File: config.mk
export PLATFORM = sky130hd
export DESIGN_NAME = hazard_fwd_ctrl
export DESIGN_NICKNAME = d
export VERILOG_FILES = /design/src/rtl/hazard_pkg.sv /design/src/rtl/hz_src_match.sv /design/src/rtl/hazard_fwd_ctrl.sv
export SDC_FILE = /design/constraint.sdc
export NUM_CORES = 1
export LEC_CHECK = 0
export CORE_MARGIN = 4
export CORE_UTILIZATION = 35
export CTS_CLUSTER_SIZE = 12
export DETAILED_ROUTE_END_ITERATION = 8
export GPL_TIMING_DRIVEN = 0
export PLACE_DENSITY_LB_ADDON = 0.1
export SYNTH_ARGS = -nofsm -noshare
export SYNTH_HDL_FRONTEND = slang
export SYNTH_SLANG_ARGS = --single-unit
File: constraint.sdc
create_clock -name clk -period 6.8 [get_ports clk]
set_input_delay 1.36 -clock clk [delete_from_list [all_inputs] [get_ports clk]]
set_output_delay 1.36 -clock clk [all_outputs]
set_load 0.01 [all_outputs]
File: src/rtl/hazard_pkg.sv
// Shared types for the pipeline hazard/forwarding controller.
// The operand-select encoding and the scoreboard entry format live here.
package hazard_pkg;

  localparam int unsigned SB_RD_W = 5;

  typedef enum logic [1:0] {
    FWD_RF  = 2'd0,
    FWD_MEM = 2'd1,
    FWD_WB  = 2'd2
  } fwd_sel_t;

  typedef struct packed {
    logic               valid;
    logic [SB_RD_W-1:0] rd;
    logic               wr;
    logic               ld;
  } sb_entry_t;

  localparam sb_entry_t NOP_ENTRY = '{valid: 1'b0, rd: '0, wr: 1'b0, ld: 1'b0};

endpackage

File: src/rtl/hz_src_match.sv
// Matches one ID source operand against the EX and MEM scoreboard entries
// and picks the nearest producer as the forward source.
module hz_src_match
  import hazard_pkg::*;
(
  input  logic [SB_RD_W-1:0] rs,
  input  logic               used,
  input  sb_entry_t          ex_q,
  input  sb_entry_t          mem_q,
  output logic               hit_ex,
  output logic               hit_mem,
  output fwd_sel_t           sel
);

  // x0 is hardwired to zero, so it never matches a producer
  function automatic logic entry_hit(sb_entry_t e, logic [SB_RD_W-1:0] a, logic u);
    return u && (a != '0) && e.valid && e.wr && (e.rd == a);
  endfunction

  assign hit_ex  = entry_hit(ex_q, rs, used);
  assign hit_mem = entry_hit(mem_q, rs, used);

  always_comb begin
    sel = FWD_RF;
    if (hit_ex) begin
      sel = FWD_MEM;
    end else if (hit_mem) begin
      sel = FWD_WB;
    end
  end

  // Load flag only matters to the load-use check in the parent
  logic unused_ld;
  assign unused_ld = ex_q.ld ^ mem_q.ld;

endmodule

File: src/rtl/hazard_fwd_ctrl.sv
// Hazard and forwarding controller for the 5-stage core: scoreboard of
// in-flight destinations, registered forward selects, stall/flush controls.
module hazard_fwd_ctrl
  import hazard_pkg::*;
#(
  parameter int unsigned REG_ADDR_W = 5,
  parameter bit          FWD_EN     = 1'b1,
  parameter int unsigned CNT_W      = 16
) (
  input  logic                  clk,
  input  logic                  rst_n,
  input  logic                  id_valid,
  input  logic [REG_ADDR_W-1:0] id_rs1,
  input  logic [REG_ADDR_W-1:0] id_rs2,
  input  logic                  id_rs1_used,
  input  logic                  id_rs2_used,
  input  logic [REG_ADDR_W-1:0] id_rd,
  input  logic                  id_reg_wr,
  input  logic                  id_mem_rd,
  input  logic                  ex_br_taken,
  input  logic                  mem_busy,
  output logic                  stall_pc,
  output logic                  stall_if_id,
  output logic                  flush_if_id,
  output logic                  bubble_id_ex,
  output logic                  hold_back,
  output logic [1:0]            fwd_a_sel,
  output logic [1:0]            fwd_b_sel,
  output logic [CNT_W-1:0]      stall_cnt
);

  sb_entry_t        ex_q, mem_q, wb_q;
  fwd_sel_t         sel_a_q, sel_b_q;
  logic [CNT_W-1:0] cnt_q;

  logic     hit_ex_a, hit_mem_a, hit_ex_b, hit_mem_b;
  fwd_sel_t match_a, match_b, next_a, next_b;
  logic     raw_stall, cnt_inc;

  hz_src_match u_match_a (
    .rs      (SB_RD_W'(id_rs1)),
    .used    (id_rs1_used),
    .ex_q    (ex_q),
    .mem_q   (mem_q),
    .hit_ex  (hit_ex_a),
    .hit_mem (hit_mem_a),
    .sel     (match_a)
  );

  hz_src_match u_match_b (
    .rs      (SB_RD_W'(id_rs2)),
    .used    (id_rs2_used),
    .ex_q    (ex_q),
    .mem_q   (mem_q),
    .hit_ex  (hit_ex_b),
    .hit_mem (hit_mem_b),
    .sel     (match_b)
  );

  // Without forwarding every EX/MEM producer must drain; WB is write-through
  assign raw_stall = id_valid & (FWD_EN ? ((hit_ex_a | hit_ex_b) & ex_q.ld)
                                        : (hit_ex_a | hit_ex_b | hit_mem_a | hit_mem_b));
  assign next_a = FWD_EN ? match_a : FWD_RF;
  assign next_b = FWD_EN ? match_b : FWD_RF;

  // Priority: memory freeze, then redirect, then data hazard
  always_comb begin
    stall_pc     = 1'b0;
    stall_if_id  = 1'b0;
    flush_if_id  = 1'b0;
    bubble_id_ex = 1'b0;
    hold_back    = 1'b0;
    cnt_inc      = 1'b0;
    if (!rst_n) begin
      cnt_inc = 1'b0;
    end else if (mem_busy) begin
      stall_pc    = 1'b1;
      stall_if_id = 1'b1;
      hold_back   = 1'b1;
    end else if (ex_br_taken) begin
      flush_if_id  = 1'b1;
      bubble_id_ex = 1'b1;
    end else if (raw_stall) begin
      stall_pc     = 1'b1;
      stall_if_id  = 1'b1;
      bubble_id_ex = 1'b1;
      cnt_inc      = 1'b1;
    end
  end

  always_ff @(posedge clk or negedge rst_n) begin
    if (!rst_n) begin
      ex_q    <= NOP_ENTRY;
      mem_q   <= NOP_ENTRY;
      wb_q    <= NOP_ENTRY;
      sel_a_q <= FWD_RF;
      sel_b_q <= FWD_RF;
      cnt_q   <= '0;
    end else if (!mem_busy) begin
      wb_q  <= mem_q;
      mem_q <= ex_q;
      if (bubble_id_ex || !id_valid) begin
        ex_q <= NOP_ENTRY;
      end else begin
        ex_q <= '{valid: 1'b1, rd: SB_RD_W'(id_rd), wr: id_reg_wr, ld: id_mem_rd};
      end
      sel_a_q <= bubble_id_ex ? FWD_RF : next_a;
      sel_b_q <= bubble_id_ex ? FWD_RF : next_b;
      if (cnt_inc && (cnt_q != '1)) begin
        cnt_q <= cnt_q + CNT_W'(1);
      end
    end
  end

  assign fwd_a_sel = sel_a_q;
  assign fwd_b_sel = sel_b_q;
  assign stall_cnt = cnt_q;

  // WB entry is tracked for visibility only; the register file writes through
  logic unused_wb;
  assign unused_wb = ^wb_q;

endmodule
==> flow_metrics.py <==
metrics = {
    "placed_design": {
        "place.port_buffers": 47,
        "dpl_cell_area_mm2": 0.00239,
        "place.gp.congestion": 0.863,
        "dpl.hpwl_mm": 3.20,
    },
    "floorplan": {
        "rows": 26,
        "fp.dieW_um": 80.5,
        "initial_core_util_pct": 36.1,
        "ioPinCount": 49,
        "core_mm2": 0.00511,
        "dieArea_mm2": 0.00649,
        "die_h_um": 80.5,
    },
    "cts": {
        "cts_sinks": 35,
        "cts_hold_buf": 0,
        "cts.repair.resized": 0,
        "tritoncts": "built",
        "insertion_delay_ns": 0.29,
        "clk_pin_slew_ns": 0.08,
        "cts-root-buf": "clkbuf_8",
        "postCtsSetupRepairBufs": 0,
        "cts_made_buffers": 5,
        "h-tree-depth": 2,
        "cts_buffer_depth": 2,
    },
    "timing": {
        "period_share_pct": 76.2,
        "drv_slew": 0,
        "timing.final.hold_violations": 0,
        "finClkSkew_ns": 0.0110,
        "tightest_slew_ns": 0.895,
        "fmax_ghz": 0.193,
        "rsz0062_at_grt": "no",
        "max-slew-margin-rel_pct": 40.4,
        "final-setup-viol-count": 0,
        "whs_ns": 0.491,
        "min_period_ns": 5.18,
        "fin_setup_tns_ns": 0,
    },
    "finish": {
        "fill_cells": 498,
        "synthToLayoutAreaGrowth_pct": 35.7,
        "drive_gt1_share_pct": 11.3,
        "design_area_mm2": 0.00250,
        "antenna_cells": 0,
        "final_nets": 246,
        "most-common-layout-cells": "clkdlybuf4s50_1, dfrtp_1, xnor2_1",
        "layout_commonest_cell": "clkdlybuf4s50_1",
    },
    "synth": {
        "synth_edf_count": 0,
        "synthesis.area_per_instance_um2": 11.0,
        "async_reset_ff_share_pct": 100,
        "synthFlopType": "dfrtp_1",
        "yosysSeqAreaShare_pct": 47.6,
        "syn_area_mm2": 0.00184,
        "synth_cells": 167,
        "yosysWarningCount": 0,
        "syn-num-nets": 192,
        "synth_seq_cells": 35,
        "synth.distinct_cells": 36,
    },
    "detailed_routing": {
        "via_per_inst": 4.95,
        "initialDrtViolationCount": 78,
        "routed-via-count": 1445,
        "ant_nets": 0,
        "wl_per_cell_um": 14.4,
        "drc": 0,
        "wl_mm": 4.22,
        "drt_first_pass_iters": 4,
    },
    "run_status": {
        "status": "completed",
    },
    "min_path": {
        "worstHoldStart": "stall_cnt[8]",
        "holdPathStages": 1,
        "min_path_type": "flop to flop",
        "hold_end": "stall_cnt[8]",
    },
    "power": {
        "power.density_mw_per_mm2": 183,
        "power_leakage_uw": 0.00100,
        "vdd_drop_max_mv": 0.0659,
    },
    "global_route": {
        "grt_pass1_vias": 1511,
        "grt_pass1_wl_mm": 7.00,
        "antenna_found_initial": 0,
        "grt_remaining_overflow": 0,
        "grtUsageTotal_pct": 14.2,
        "grt_max_degree": 43,
    },
    "critical_path": {
        "worst_r2r_endpoint": "stall_cnt[7]",
        "worstSetupStartpointType": "input pin",
        "path_cells": "clkdlybuf4s50_1, or4_1, o21ai_1, or3_4, and2_1, nor3_1, o21a_1, buf_4, clkdlybuf4s50_1",
        "crit_buf_inv": 3,
        "slowest_stage": "or4_1",
        "r2r_slack_ns": 4.66,
        "r2r_start": "stall_cnt[0]",
        "cp-end-kind": "output pin",
        "path_delay_family": "buffers and inverters",
        "cpPeakStageDelay_ns": 0.56,
        "path_max_fanout": 5,
        "reg2reg_depth": 9,
        "crit_top_cell": "clkdlybuf4s50_1",
        "worstPathRequired_ns": 5.44,
        "path_class": "input pin to output pin",
        "cp.arrival_ns": 3.82,
    },
    "run": {
        "drv_cap": 0,
    },
}
-- layout make-up --
cell class	count	area, um^2	share of cell area [%]
clock buffer	7	96.3	3.86
multi-input combinational	123	925	37.0
clock inverter	1	7.51	0.300
inverter	3	11.3	0.451
buffer	6	30.0	1.20
tap	70	87.6	3.51
sequential	35	876	35.1
timing repair buffer	47	465	18.6
-- power breakdown --
group	switching (uW)	total, uW	leakage, uW	internal [uW]
Sequential	10.6	228	0.000474	218
Combinational	26.9	62.6	0.000476	35.7
Clock	74.5	167	0.0000505	92.1
Total	112	458	0.00100	346
-- worst max-delay path by stage --
| stage | slack (ns) | to | depth (start not counted) | startpoint |
|---|---|---|---|---|
| global route | 1.48 | stall_pc | 9 | id_rs2[1] |
| detailed placement | 1.61 | stall_pc | 9 | id_rs2[1] |
| finish | 1.62 | stall_pc | 9 | id_rs2[1] |
| floorplan | 2.68 | stall_pc | 7 | id_rs2[1] |
| global placement | 1.17 | flush_if_id | 4 | rst_n |
| CTS | 1.61 | stall_pc | 9 | id_rs2[1] |
-- logic make-up (layout without fill, tap and decap cells) --
kind of cell	after synthesis	count (layout)	share of synthesized area [%]
compound gates	24	24	11.0
fa+ha+maj	1	1	0.679
buf+inv	9	64	2.24
xor+xnor	35	35	16.6
mux	8	8	4.89
flops	35	35	47.6
simple gates	55	55	17.0
-- state kept, by name, indices dropped and copies added, names as in the netlist --
name       count
stall_cnt     16
fwd_b_sel      2
ex_q           8
mem_q          7
fwd_a_sel      2
-- per-stage QoR --
stage          utilization (%)  instances  total power [uW]  worst slack, ns
2_1_floorplan                -        167               264             2.68
4_1_cts                   48.9        292               466             1.61
5_1_grt                   48.9        292               480             1.48
3_5_place_dp              46.9        284               296             1.61
6_report                  48.9        292               458             1.62
3_3_place_gp              47.0        284               294             1.17
-- cells in the mapped netlist, types with 3 or more instances --
cell type | n | area, um^2
and4_1 | 3 | 26.3
a22o_1 | 7 | 61.3
nand4_1 | 7 | 43.8
inv_1 | 3 | 11.3
mux2_2 | 8 | 90.1
nor2_1 | 6 | 22.5
nand2_1 | 10 | 37.5
nand3_1 | 10 | 50.1
o21ai_0 | 3 | 15.0
clkbuf_1 | 4 | 15.0
xor2_1 | 6 | 52.6
and3_1 | 3 | 18.8
dfrtp_1 | 35 | 876
xnor2_1 | 29 | 254
-- layer usage --
| layer | global-route usage [%] | routed length, um | vias to the layer above | part of all wire (%) |
|---|---|---|---|---|
| li1 | - | - | 702 | - |
| met1 | 16.4 | 1780 | 701 | 42 |
| met2 | 25.5 | 2160 | 38 | 51 |
| met3 | 3.81 | 234 | 4 | 5.5 |
| met4 | 4.39 | 44 | 0 | 1.0 |
| met5 | 0 | 0 | - | 0 |
Note: power is estimated with default switching activity, not from simulation.
